<file path="config.mk">
export PLATFORM = sky130hd
export DESIGN_NAME = gmii_ptp_rx_parser_flat
export DESIGN_NICKNAME = d
export VERILOG_FILES = /design/src/rtl/gmii_ptp_rx_parser_if.sv /design/src/rtl/gmii_ptp_rx_parser.sv /design/src/flat_wrapper.sv
export SDC_FILE = /design/constraint.sdc
export NUM_CORES = 1
export LEC_CHECK = 0
export ABC_AREA = 1
export CAP_MARGIN = 20
export CORE_MARGIN = 1.5
export CORE_UTILIZATION = 35
export DETAILED_ROUTE_END_ITERATION = 16
export GPL_TIMING_DRIVEN = 0
export SLEW_MARGIN = 30
export SYNTH_ARGS = -nofsm -noshare
export SYNTH_HDL_FRONTEND = slang
export SYNTH_SLANG_ARGS = --single-unit
</file>
<file path="constraint.sdc">
create_clock -name clk -period 4.1 [get_ports clk]
set_input_delay 0.82 -clock clk [delete_from_list [all_inputs] [get_ports clk]]
set_output_delay 0.82 -clock clk [all_outputs]
set_load 0.02 [all_outputs]
</file>
<file path="src/rtl/gmii_ptp_rx_parser_if.sv">
// GMII receive bus plus the parser's timestamp/frame status outputs.
// The slave modport is the parser's view; the master modport is the PHY/consumer view.
interface gmii_ptp_rx_parser_if;
  logic        gmii_ctrl;
  logic [7:0]  gmii_data;
  logic        sfd_pulse;
  logic        ptp_found;
  logic [3:0]  ptp_msgid;
  logic        frame_done;
  logic [15:0] frame_len;
  logic        frame_err;

  modport master (
    output gmii_ctrl, gmii_data,
    input  sfd_pulse, ptp_found, ptp_msgid, frame_done, frame_len, frame_err
  );

  modport slave (
    input  gmii_ctrl, gmii_data,
    output sfd_pulse, ptp_found, ptp_msgid, frame_done, frame_len, frame_err
  );
endinterface

</file>
<file path="src/rtl/gmii_ptp_rx_parser.sv">
// GMII receive-side frame parser: detects SFD for timestamping, measures frame
// length and flags layer-2 PTP frames (optionally behind one VLAN tag).
//
// state    | meaning
// IDLE     | bus idle, waiting for the first preamble byte
// PREAMBLE | receiving 0x55 bytes, waiting for SFD 0xD5
// BODY     | counting bytes after SFD, parsing the Ethertype
// DROP     | malformed start, discard until ctrl falls
module gmii_ptp_rx_parser #(
  parameter logic [15:0] PTP_ETYPE = 16'h88F7,
  parameter int          MIN_LEN   = 64
) (
  input logic clk,
  input logic rst,
  gmii_ptp_rx_parser_if.slave bus
);

  typedef enum logic [1:0] {IDLE, PREAMBLE, BODY, DROP} state_t;

  localparam logic [15:0] MIN_LEN_W  = 16'(MIN_LEN);
  localparam logic [15:0] VLAN_ETYPE = 16'h8100;

  state_t      state;
  logic [15:0] cnt;
  logic [7:0]  et_hi;
  logic        vlan;
  logic        ptp_pend;

  logic        sfd_pulse;
  logic        ptp_found;
  logic [3:0]  ptp_msgid;
  logic        frame_done;
  logic [15:0] frame_len;
  logic        frame_err;

  logic        ctrl;
  logic [7:0]  data;
  logic [15:0] hi_idx;
  logic [15:0] lo_idx;

  assign ctrl   = bus.gmii_ctrl;
  assign data   = bus.gmii_data;
  assign hi_idx = vlan ? 16'd16 : 16'd12;
  assign lo_idx = vlan ? 16'd17 : 16'd13;

  always_ff @(posedge clk) begin
    if (rst) begin
      state      <= IDLE;
      cnt        <= '0;
      et_hi      <= '0;
      vlan       <= 1'b0;
      ptp_pend   <= 1'b0;
      sfd_pulse  <= 1'b0;
      ptp_found  <= 1'b0;
      ptp_msgid  <= '0;
      frame_done <= 1'b0;
      frame_len  <= '0;
      frame_err  <= 1'b0;
    end else begin
      sfd_pulse  <= 1'b0;
      frame_done <= 1'b0;
      frame_err  <= 1'b0;
      case (state)
        IDLE: begin
          if (ctrl) state <= (data == 8'h55) ? PREAMBLE : DROP;
        end
        PREAMBLE: begin
          if (!ctrl) begin
            state      <= IDLE;
            frame_done <= 1'b1;
            frame_err  <= 1'b1;
            frame_len  <= '0;
          end else if (data == 8'hD5) begin
            state     <= BODY;
            cnt       <= '0;
            vlan      <= 1'b0;
            ptp_pend  <= 1'b0;
            sfd_pulse <= 1'b1;
            ptp_found <= 1'b0;
          end else if (data != 8'h55) begin
            state <= DROP;
          end
        end
        BODY: begin
          if (!ctrl) begin
            state      <= IDLE;
            ptp_pend   <= 1'b0;
            frame_done <= 1'b1;
            frame_len  <= cnt;
            frame_err  <= (cnt < MIN_LEN_W);
          end else begin
            if (cnt != 16'hFFFF) cnt <= cnt + 16'd1;
            if (ptp_pend) begin
              ptp_msgid <= data[3:0];
              ptp_found <= 1'b1;
              ptp_pend  <= 1'b0;
            end
            if (cnt == hi_idx) et_hi <= data;
            // Only the outer Ethertype may select the VLAN path; one tag at most.
            if (cnt == lo_idx) begin
              if (!vlan && {et_hi, data} == VLAN_ETYPE) vlan <= 1'b1;
              else if ({et_hi, data} == PTP_ETYPE) ptp_pend <= 1'b1;
            end
          end
        end
        DROP: begin
          if (!ctrl) begin
            state      <= IDLE;
            frame_done <= 1'b1;
            frame_err  <= 1'b1;
            frame_len  <= '0;
          end
        end
        default: state <= IDLE;
      endcase
    end
  end

  assign bus.sfd_pulse  = sfd_pulse;
  assign bus.ptp_found  = ptp_found;
  assign bus.ptp_msgid  = ptp_msgid;
  assign bus.frame_done = frame_done;
  assign bus.frame_len  = frame_len;
  assign bus.frame_err  = frame_err;

endmodule
</file>
<file path="src/flat_wrapper.sv">
// flat-port wrapper written by rule: the top's interface ports become plain ports
module gmii_ptp_rx_parser_flat 
#(
  parameter logic [15:0] PTP_ETYPE = 16'h88F7,
  parameter int          MIN_LEN   = 64
)
  (clk, rst, bus_gmii_ctrl, bus_gmii_data, bus_sfd_pulse, bus_ptp_found, bus_ptp_msgid, bus_frame_done, bus_frame_len, bus_frame_err);
  gmii_ptp_rx_parser_if bus_i ();
  input logic clk;
  input logic rst;
  input wire logic [$bits(bus_i.gmii_ctrl)-1:0] bus_gmii_ctrl;
  input wire logic [$bits(bus_i.gmii_data)-1:0] bus_gmii_data;
  output wire logic [$bits(bus_i.sfd_pulse)-1:0] bus_sfd_pulse;
  output wire logic [$bits(bus_i.ptp_found)-1:0] bus_ptp_found;
  output wire logic [$bits(bus_i.ptp_msgid)-1:0] bus_ptp_msgid;
  output wire logic [$bits(bus_i.frame_done)-1:0] bus_frame_done;
  output wire logic [$bits(bus_i.frame_len)-1:0] bus_frame_len;
  output wire logic [$bits(bus_i.frame_err)-1:0] bus_frame_err;
  assign bus_i.gmii_ctrl = bus_gmii_ctrl;
  assign bus_i.gmii_data = bus_gmii_data;
  assign bus_sfd_pulse = bus_i.sfd_pulse;
  assign bus_ptp_found = bus_i.ptp_found;
  assign bus_ptp_msgid = bus_i.ptp_msgid;
  assign bus_frame_done = bus_i.frame_done;
  assign bus_frame_len = bus_i.frame_len;
  assign bus_frame_err = bus_i.frame_err;
  gmii_ptp_rx_parser #(.PTP_ETYPE(PTP_ETYPE), .MIN_LEN(MIN_LEN)) u_core (.clk(clk), .rst(rst), .bus(bus_i));
endmodule
</file>
==> results of run 1 <==
## stage by stage
stage                     std cells  setup slack, ns  instance area (um2)
after global placement          519            1.533                 3073
after CTS                       527            1.820                 3163
after detailed placement        519            1.494                 3073
after global routing            527            1.635                 3163
final                           527            1.822                 3163
after floorplan                 386            2.259                 2609
## cell usage after synthesis, drive strengths merged
library cell and number:
a21oi 34, a32o 1, buf 6, clkbuf 4, clkinv 2, dfxtp 52
ha 3, inv 48, nand2 102, nand3 27, nand4 7, nor2 57
nor3 24, nor3b 1, o211ai 1, o21a 1, o21ai 16
## kinds of logic after synthesis
family	after synthesis	share of synthesized area (%)
and+or+nand+nor	218	37.89
buffers and inverters	60	9.208
AOI/OAI and AO/OA	53	11.56
DFF	52	39.90
adders and majority gates	3	1.439
## critical path, stage by stage
cell             delay, ns
clkdlybuf4s50_1       0.41
inv_1                 0.12
nand2_1               0.09
nor2_1                0.24
nand3_2               0.19
nand2_4               0.17
nand2_4               0.08
buf_6                 0.15
o21ai_2               0.13
inv_2                 0.05
nor2_2                0.06
## final timing paths
path                           start                       to  slack [ns]  depth (start not counted)
min          u_core.bus.frame_len[8]  u_core.bus.frame_len[8]        0.46                          2
max reg2reg            u_core.cnt[0]            u_core.cnt[3]        2.33                         10
min reg2reg  u_core.bus.frame_len[8]  u_core.bus.frame_len[8]        0.46                          2
max                 bus_gmii_data[3]           u_core.cnt[11]        1.82                         11
## power breakdown
part           switching, mW  total (mW)  leakage, nW  internal (mW)
Sequential           0.00248       0.509        0.419          0.507
Clock                  0.160       0.297       0.0455          0.138
Combinational         0.0411      0.0609        0.675         0.0198
Total                  0.203       0.868         1.14          0.665
## metal layers
metal	vias to the layer above	part of all wire, %
met5	-	0
met4	0	2.5
met3	12	4.9
met2	54	44
met1	1130	49
li1	1315	-
## state kept, by name (all words and copies together), names as in the netlist
register / cells
u_core.bus.frame_done: 1
u_core.bus.frame_len: 16
u_core.cnt: 16
u_core.bus.ptp_found: 1
u_core.vlan: 1
u_core.et_hi: 8
u_core.bus.frame_err: 1
u_core.bus.sfd_pulse: 1
u_core.state: 2
u_core.ptp_pend: 1
u_core.bus.ptp_msgid: 4
## final cells by class
type                       instances  area, um2
fill                             787       4051
multi-input combinational        274       1328
sequential                        52       1041
timing repair buffer              34      340.3
inverter                          50      187.7
tap                               99      123.9
clock buffer                       8      90.09
buffer                            10      52.55
==> reports/metrics.cfg, run 1 <==
[power_and_ir_drop]
vdd_drop_max_mv=0.1216
p_leak_nw=1.139
powerDensity_mw_per_mm2=274.3
finalPower_mw=0.8676

[synth]
yosys.area.top_type=dfxtp_1
synth_area_leaders=dfxtp_1, nand2_1, nor2_1
syn_avg_cell_area_um2=6.758
synth.distinct_cells=31
synth_top_area_share_pct=39.90
syn_area_mm2=0.002609
yosys_warnings=0
synth_seq_cells=52
yosysSeqAreaShare_pct=39.90
syn_nets=400
synthCells=386

[routing]
via_per_inst=4.765
drt_iter0_markers=145
ant_nets=0
drc=0
wl_per_cell_um=12.45
drtPass1Iterations=4
drt_wl_total_um=6559
route.vias.total=2511

[place]
port_buffers=34
hpwl_um=5086
place_congestion=0.8770

[final_layout]
layout_common_cells=nand2_1, dfxtp_1, nor2_1
final_common_cell=nand2_1
final_util_pct=43.84
layout-drive-gt1-share_pct=9.112
nNetsFinal=441
diodes=0
area_growth_pct=21.25

[worst_setup_path]
crit_fanout=10
setup.worst_path.end_class=flip-flop
critPathKind=input port to flip-flop
crit_arrival_ns=2.53
start_kind=input port
worstPathRequired_ns=4.35

[global_route]
antenna_found_initial=0
grt_max_degree=15
busiest_layer=met2
grt_pass1_wl_um=10830
grt_use_total_pct=17.49
grt_use_met3_pct=2.585
grt_pass1_vias=2176
use_met2_pct=27.34
overflow=0
grt_use_met1_pct=24.57

[worst_hold_path]
hp-class=flip-flop to flip-flop

[clock_network]
clock-sinks=52
hold_buffers=0
clk_latency_ns=0.30
root_buffer=clkbuf_8
cts_tree=yes
clk_pin_slew_ns=0.09
cts_buffer_depth=2
cts_setup_buffers=0
numCtsBuffers=5
cts-htree-levels=2
cts_resized=0

[floorplan]
pin_count=35
fp.dieW_um=89.34
rows=31
start_util_pct=36.16
dieArea_mm2=0.007981
core-area_mm2=0.007214
die_h_um=89.34

[sta]
setup_violations=0
final_hold_viol_count=0
max_slew_margin_pct=58.01
max_freq_mhz=439.0
rsz0062_at_grt=no
tightest_slew_ns=0.6298
slew_violations=0
finalClockSkew_ns=0.005062
period_share_pct=55.56
holdWs_ns=0.4636
timing.final.crit_period_ns=2.278
setup_tns_ns=0

[flow_run]
max_cap_violations=0

[status]
status=finished, final reports clean

Note: power is estimated with default switching activity, not from simulation.
==> run 2, diff against run 1 <==
- clock period: 4.1 -> 1.95 ns (I/O delays scaled with it)
==> reports/metrics.cfg, run 2 (same netlist as run 1, synthesis figures left out) <==
[clock_network]
clock-sinks=52  ; unchanged
cts_setup_buffers=0  ; unchanged
hold_buffers=0  ; unchanged
cts_buffer_depth=2  ; unchanged
cts-htree-levels=2  ; unchanged
clk_pin_slew_ns=0.08  ; was 0.09 ns
root_buffer=clkbuf_8  ; unchanged
cts_tree=yes  ; unchanged
numCtsBuffers=5  ; unchanged
clk_latency_ns=0.30  ; about the same
cts_resized=0  ; unchanged

[worst_setup_path]
cp_top_family=buffers and inverters  ; was simple AND/OR/NAND/NOR gates
critPathKind=input port to flip-flop  ; unchanged
critical_path.max_stage_delay_ns=0.55  ; was 0.41 ns
crit_arrival_ns=1.99  ; was 2.53 ns
crit_path_frequent_cell=clkbuf_1  ; was nand2_4
setup.worst_path.end_class=flip-flop  ; unchanged
crit_fanout=10  ; unchanged
path_cells=clkdlybuf4s50_1 > clkbuf_1 > clkbuf_1 > a21oi_1  ; was clkdlybuf4s50_1 > inv_1 > nand2_1 > nor2_1 > nand3_2 > nand2_4 > nand2_4 > buf_6 > o21ai_2 > inv_2 > nor2_2
worstPathRequired_ns=2.11  ; was 4.35 ns
crit_cells=4  ; was 11
ff2ff_path_depth=8  ; was 10
cpMaxStageDelayCell=clkbuf_1  ; was clkdlybuf4s50_1
start_kind=input port  ; unchanged
worst-path-buf-inv=3  ; was 4

[place]
place_congestion=0.8770  ; unchanged
hpwl_um=5086  ; unchanged
pre_cts_ws_ns=-0.2256  ; was 1.494 ns
dp.cells=519  ; unchanged
post_dp_cell_area_mm2=0.003073  ; unchanged
port_buffers=34  ; unchanged

[sta]
timing.final.ws_setup_ns=0.1255  ; was 1.822 ns
rsz0062_at_grt=no  ; unchanged
timing.final.crit_period_ns=1.824
setup_violations=0  ; unchanged
tightest_slew_ns=0.6234  ; was 0.6298 ns
setup_tns_ns=0  ; unchanged
slew_violations=0  ; unchanged
max_slew_margin_pct=58.44  ; was 58.01%
holdWs_ns=0.4635  ; was 0.4636 ns
max_freq_mhz=548.1
period_share_pct=93.56
finalClockSkew_ns=0.005286  ; was 0.005062 ns
final_hold_viol_count=0  ; unchanged

[routing]
drc=0  ; unchanged
via_per_inst=4.820  ; was 4.765
ant_nets=0  ; unchanged
drt_iter0_markers=181  ; was 145
drt_wl_total_um=6568  ; was 6559 um
wl_per_cell_um=12.46  ; was 12.45 um
drtPass1Iterations=4  ; unchanged
route.vias.total=2540  ; was 2511

[status]
status=finished, final reports clean  ; unchanged

[final_layout]
final_util_pct=43.96  ; was 43.84%
nNetsFinal=441  ; unchanged
layout_common_cells=nand2_1, dfxtp_1, nor2_1  ; unchanged
stdcell_count=527  ; unchanged
finalInstanceArea_mm2=0.003172  ; was 0.003163 mm2
reg_top3=u_core.bus.frame_len (16), u_core.cnt (16), u_core.et_hi (8)  ; unchanged
layout-drive-gt1-share_pct=9.579  ; was 9.112%
fillCellCount=784  ; was 787
final_common_cell=nand2_1  ; unchanged
diodes=0  ; unchanged
area_growth_pct=21.58  ; was 21.25%

[global_route]
overflow=0  ; unchanged
antenna_found_initial=0  ; unchanged
grt_pass1_vias=2176  ; unchanged
grt_max_degree=15  ; unchanged
grt_use_total_pct=17.49  ; unchanged
grt_pass1_wl_um=10830  ; unchanged

[floorplan]
rows=31  ; unchanged
fp.dieW_um=89.34  ; unchanged
core-area_mm2=0.007214  ; unchanged
dieArea_mm2=0.007981  ; unchanged
pin_count=35  ; unchanged
die_h_um=89.34  ; unchanged
start_util_pct=36.16  ; unchanged

[power_and_ir_drop]
powerDensity_mw_per_mm2=575.0  ; was 274.3 mW/mm2
vdd_drop_max_mv=0.2560  ; was 0.1216 mV
p_leak_nw=1.140  ; was 1.139 nW
finalPower_mw=1.824  ; was 0.8676 mW

[flow_run]
max_cap_violations=0  ; unchanged

[worst_hold_path]
hp-class=flip-flop to flip-flop  ; unchanged
whs_path_depth=2  ; unchanged

-- run 2: layout make-up --
class                           instances  area (um2)  area share [%]
Buffer                                 10       52.55           1.657
Inverter                               50       187.7           5.917
Tap cell                               99       123.9           3.905
Sequential cell                        52        1042           32.86
Clock buffer                            8       90.09           2.840
Timing Repair Buffer                   34       340.3           10.73
Multi-Input combinational cell        274        1335           42.09
-- run 2: routing by layer --
metal,vias to the layer above,GRT usage (%),share of wire (%)
met1,1144,24.57,47
li1,1317,-,-
met5,-,0,0
met3,12,2.585,5.9
met2,67,27.34,44
met4,0,6.014,2.5
-- run 2: tightest hold or removal path: cells and delay by family (launching register included) --
kind	cells	cell delay, ns
flip-flops	1	0.32
AND/OR/NAND/NOR	1	0.06
AO/OA/AOI/OAI	1	0.05
-- run 2: report_power, final --
| group | total (mW) | internal (mW) | switching, mW | leakage, nW |
|---|---|---|---|---|
| clock network | 0.623 | 0.290 | 0.333 | 0.0455 |
| registers | 1.07 | 1.07 | 0.00522 | 0.420 |
| logic | 0.130 | 0.0421 | 0.0878 | 0.675 |
| total | 1.82 | 1.40 | 0.426 | 1.14 |
-- run 2: final timing paths --
check | startpoint | end | slack (ns)
worst min-delay path | u_core.bus.frame_len[8] | u_core.bus.frame_len[8] | 0.46
worst max-delay path | rst | u_core.bus.frame_len[15] | 0.13
worst max register to register | u_core.cnt[8] | u_core.et_hi[0] | 0.19
worst min register to register | u_core.bus.frame_len[8] | u_core.bus.frame_len[8] | 0.46
==> run 3, diff against run 2 <==
- GPL_TIMING_DRIVEN: 0 -> not set
==> reports/metrics.cfg, run 3 (same netlist as run 1, synthesis figures left out) <==
[power_and_ir_drop]
powerDensity_mw_per_mm2=664.5  ; was 575.0 mW/mm2
finalPower_mw=2.212  ; was 1.824 mW
vdd_drop_max_mv=0.4436  ; was 0.2560 mV
p_leak_nw=1.230  ; was 1.140 nW

[final_layout]
layout-drive-gt1-share_pct=12.41  ; was 9.579%
reg_top3=u_core.bus.frame_len (16), u_core.cnt (16), u_core.et_hi (8)  ; unchanged
layout_common_cells=nand2_1, dfxtp_1, nor2_1  ; unchanged
diodes=0  ; unchanged
final_common_cell=nand2_1  ; unchanged
nNetsFinal=448  ; was 441
finalInstanceArea_mm2=0.003329  ; was 0.003172 mm2
area_growth_pct=27.63  ; was 21.58%

[floorplan]
fp.dieW_um=89.34  ; unchanged
core-area_mm2=0.007214  ; unchanged
dieArea_mm2=0.007981  ; unchanged
rows=31  ; unchanged
pin_count=35  ; unchanged
die_h_um=89.34  ; unchanged
start_util_pct=36.16  ; unchanged

[sta]
final_hold_viol_count=0  ; unchanged
tightest_slew_ns=0.3698  ; was 0.6234 ns
slew_violations=0  ; unchanged
setup_violations=0  ; unchanged
period_share_pct=90.77  ; was 93.56%
rsz0062_at_grt=no  ; unchanged
timing.final.ws_setup_ns=0.1800  ; was 0.1255 ns
max_freq_mhz=565.0  ; was 548.1 MHz
timing.final.crit_period_ns=1.770  ; was 1.824 ns
finalClockSkew_ns=0.005456  ; was 0.005286 ns
holdWs_ns=0.4623  ; was 0.4635 ns
max_slew_margin_pct=75.16  ; was 58.44%

[routing]
drtPass1Iterations=4  ; unchanged
drc=0  ; unchanged
wl_per_cell_um=12.07  ; was 12.46 um
route.vias.total=2514  ; was 2540
drt_wl_total_um=6443  ; was 6568 um
drt_iter0_markers=148  ; was 181
via_per_inst=4.708  ; was 4.820
ant_nets=0  ; unchanged

[clock_network]
cts_buffer_depth=2  ; unchanged
clk_pin_slew_ns=0.10  ; was 0.08 ns
clock-sinks=52  ; unchanged
cts-htree-levels=2  ; unchanged
cts_tree=yes  ; unchanged
root_buffer=clkbuf_8  ; unchanged
numCtsBuffers=5  ; unchanged
clk_latency_ns=0.30  ; about the same

[global_route]
antenna_found_initial=0  ; unchanged
grt_use_total_pct=17.54  ; was 17.49%
grt_max_degree=38  ; was 15
grt_pass1_wl_um=10900  ; was 10830 um
overflow=0  ; unchanged
grt_pass1_vias=2305  ; was 2176

[worst_setup_path]
worst-path-buf-inv=1  ; was 3
critPathKind=flip-flop to flip-flop  ; was input port to flip-flop
setup.worst_path.end_class=flip-flop  ; unchanged
path_cells=ha_1 > nand2_1 > nor2_2 > nand2_2 > nor2_4 > nand2_4 > nand2_8 > inv_2 > nand3_1 > o21ai_0  ; was clkdlybuf4s50_1 > clkbuf_1 > clkbuf_1 > a21oi_1
critical_path.max_stage_delay_ns=0.43  ; was 0.55 ns
crit_arrival_ns=1.96  ; was 1.99 ns
worstPathRequired_ns=2.14  ; was 2.11 ns
start_kind=flip-flop  ; was input port
crit_fanout=14  ; was 10
cp_top_family=simple AND/OR/NAND/NOR gates  ; was buffers and inverters
reg2reg_from=u_core.cnt[0]  ; was u_core.cnt[8]
cpMaxStageDelayCell=dfxtp_1  ; was clkbuf_1
worstSetupStartpoint=u_core.cnt[0]  ; was rst

[status]
status=finished, final reports clean  ; unchanged

[place]
pre_cts_ws_ns=-0.01735  ; was -0.2256 ns
place_congestion=0.8588  ; was 0.8770
post_dp_cell_area_mm2=0.003161  ; was 0.003073 mm2
hpwl_um=4832  ; was 5086 um
port_buffers=34  ; unchanged

[worst_hold_path]
hold_start=u_core.bus.frame_len[5]  ; was u_core.bus.frame_len[8]
hp-class=flip-flop to flip-flop  ; unchanged

[flow_run]
max_cap_violations=0  ; unchanged

-- run 3: cell count changes in the layout (fill, tap and decap cells not counted), moves of 3 or more --
cell       before  now
bufinv_16       0    3
buf_4           1   16
clkbuf_1        6    0
buf_2           3    0
-- run 3: worst paths after layout --
kind,cells past startpoint,slack (ns),to
min reg2reg,2,0.46,u_core.bus.frame_len[5]
max,10,0.18,u_core.cnt[1]
min,2,0.46,u_core.bus.frame_len[5]
max reg2reg,10,0.18,u_core.cnt[1]
-- run 3: tightest hold or removal path: stages, from the launching register on --
cell,delay [ns]
dfxtp_1,0.32
nand2_1,0.06
a21oi_1,0.05
-- run 3: where the power goes --
group / switching (mW) / total (mW) / internal, mW
Combinational: 0.0854 / 0.145 / 0.0596
Clock: 0.355 / 0.997 / 0.641
Sequential: 0.00511 / 1.07 / 1.07
Total: 0.446 / 2.21 / 1.77
-- run 3: routing by layer --
metal  wire length [um]  track usage (%)
met4                 51            4.615
met5                  0                0
met1               3196            24.02
met2               2874            28.50
met3                321            3.139
-- run 3: repair_timing --
item	4_1_cts	5_1_grt
gates resized for setup	0	2
endpoints found under the setup margin	0	4
hold buffers	0	0
setup buffers	0	0
-- run 3: layout make-up --
class / count / area [um2]
Clock buffer: 5 / 68.82
Clock inverter: 3 / 90.09
Fill cell: 755 / 3885
Inverter: 50 / 187.7
Multi-Input combinational cell: 274 / 1336
Sequential cell: 52 / 1042
Tap cell: 99 / 123.9
Timing Repair Buffer: 51 / 480.5
-- run 3: per-stage QoR --
step	setup TNS [ns]	instances	utilization, %
5_1_grt	0	534	46.15
3_5_place_dp	-0.03938	526	43.81
6_report	0	534	46.15
4_1_cts	0	534	46.01
3_3_place_gp	0	526	43.81
2_1_floorplan	0	386	-
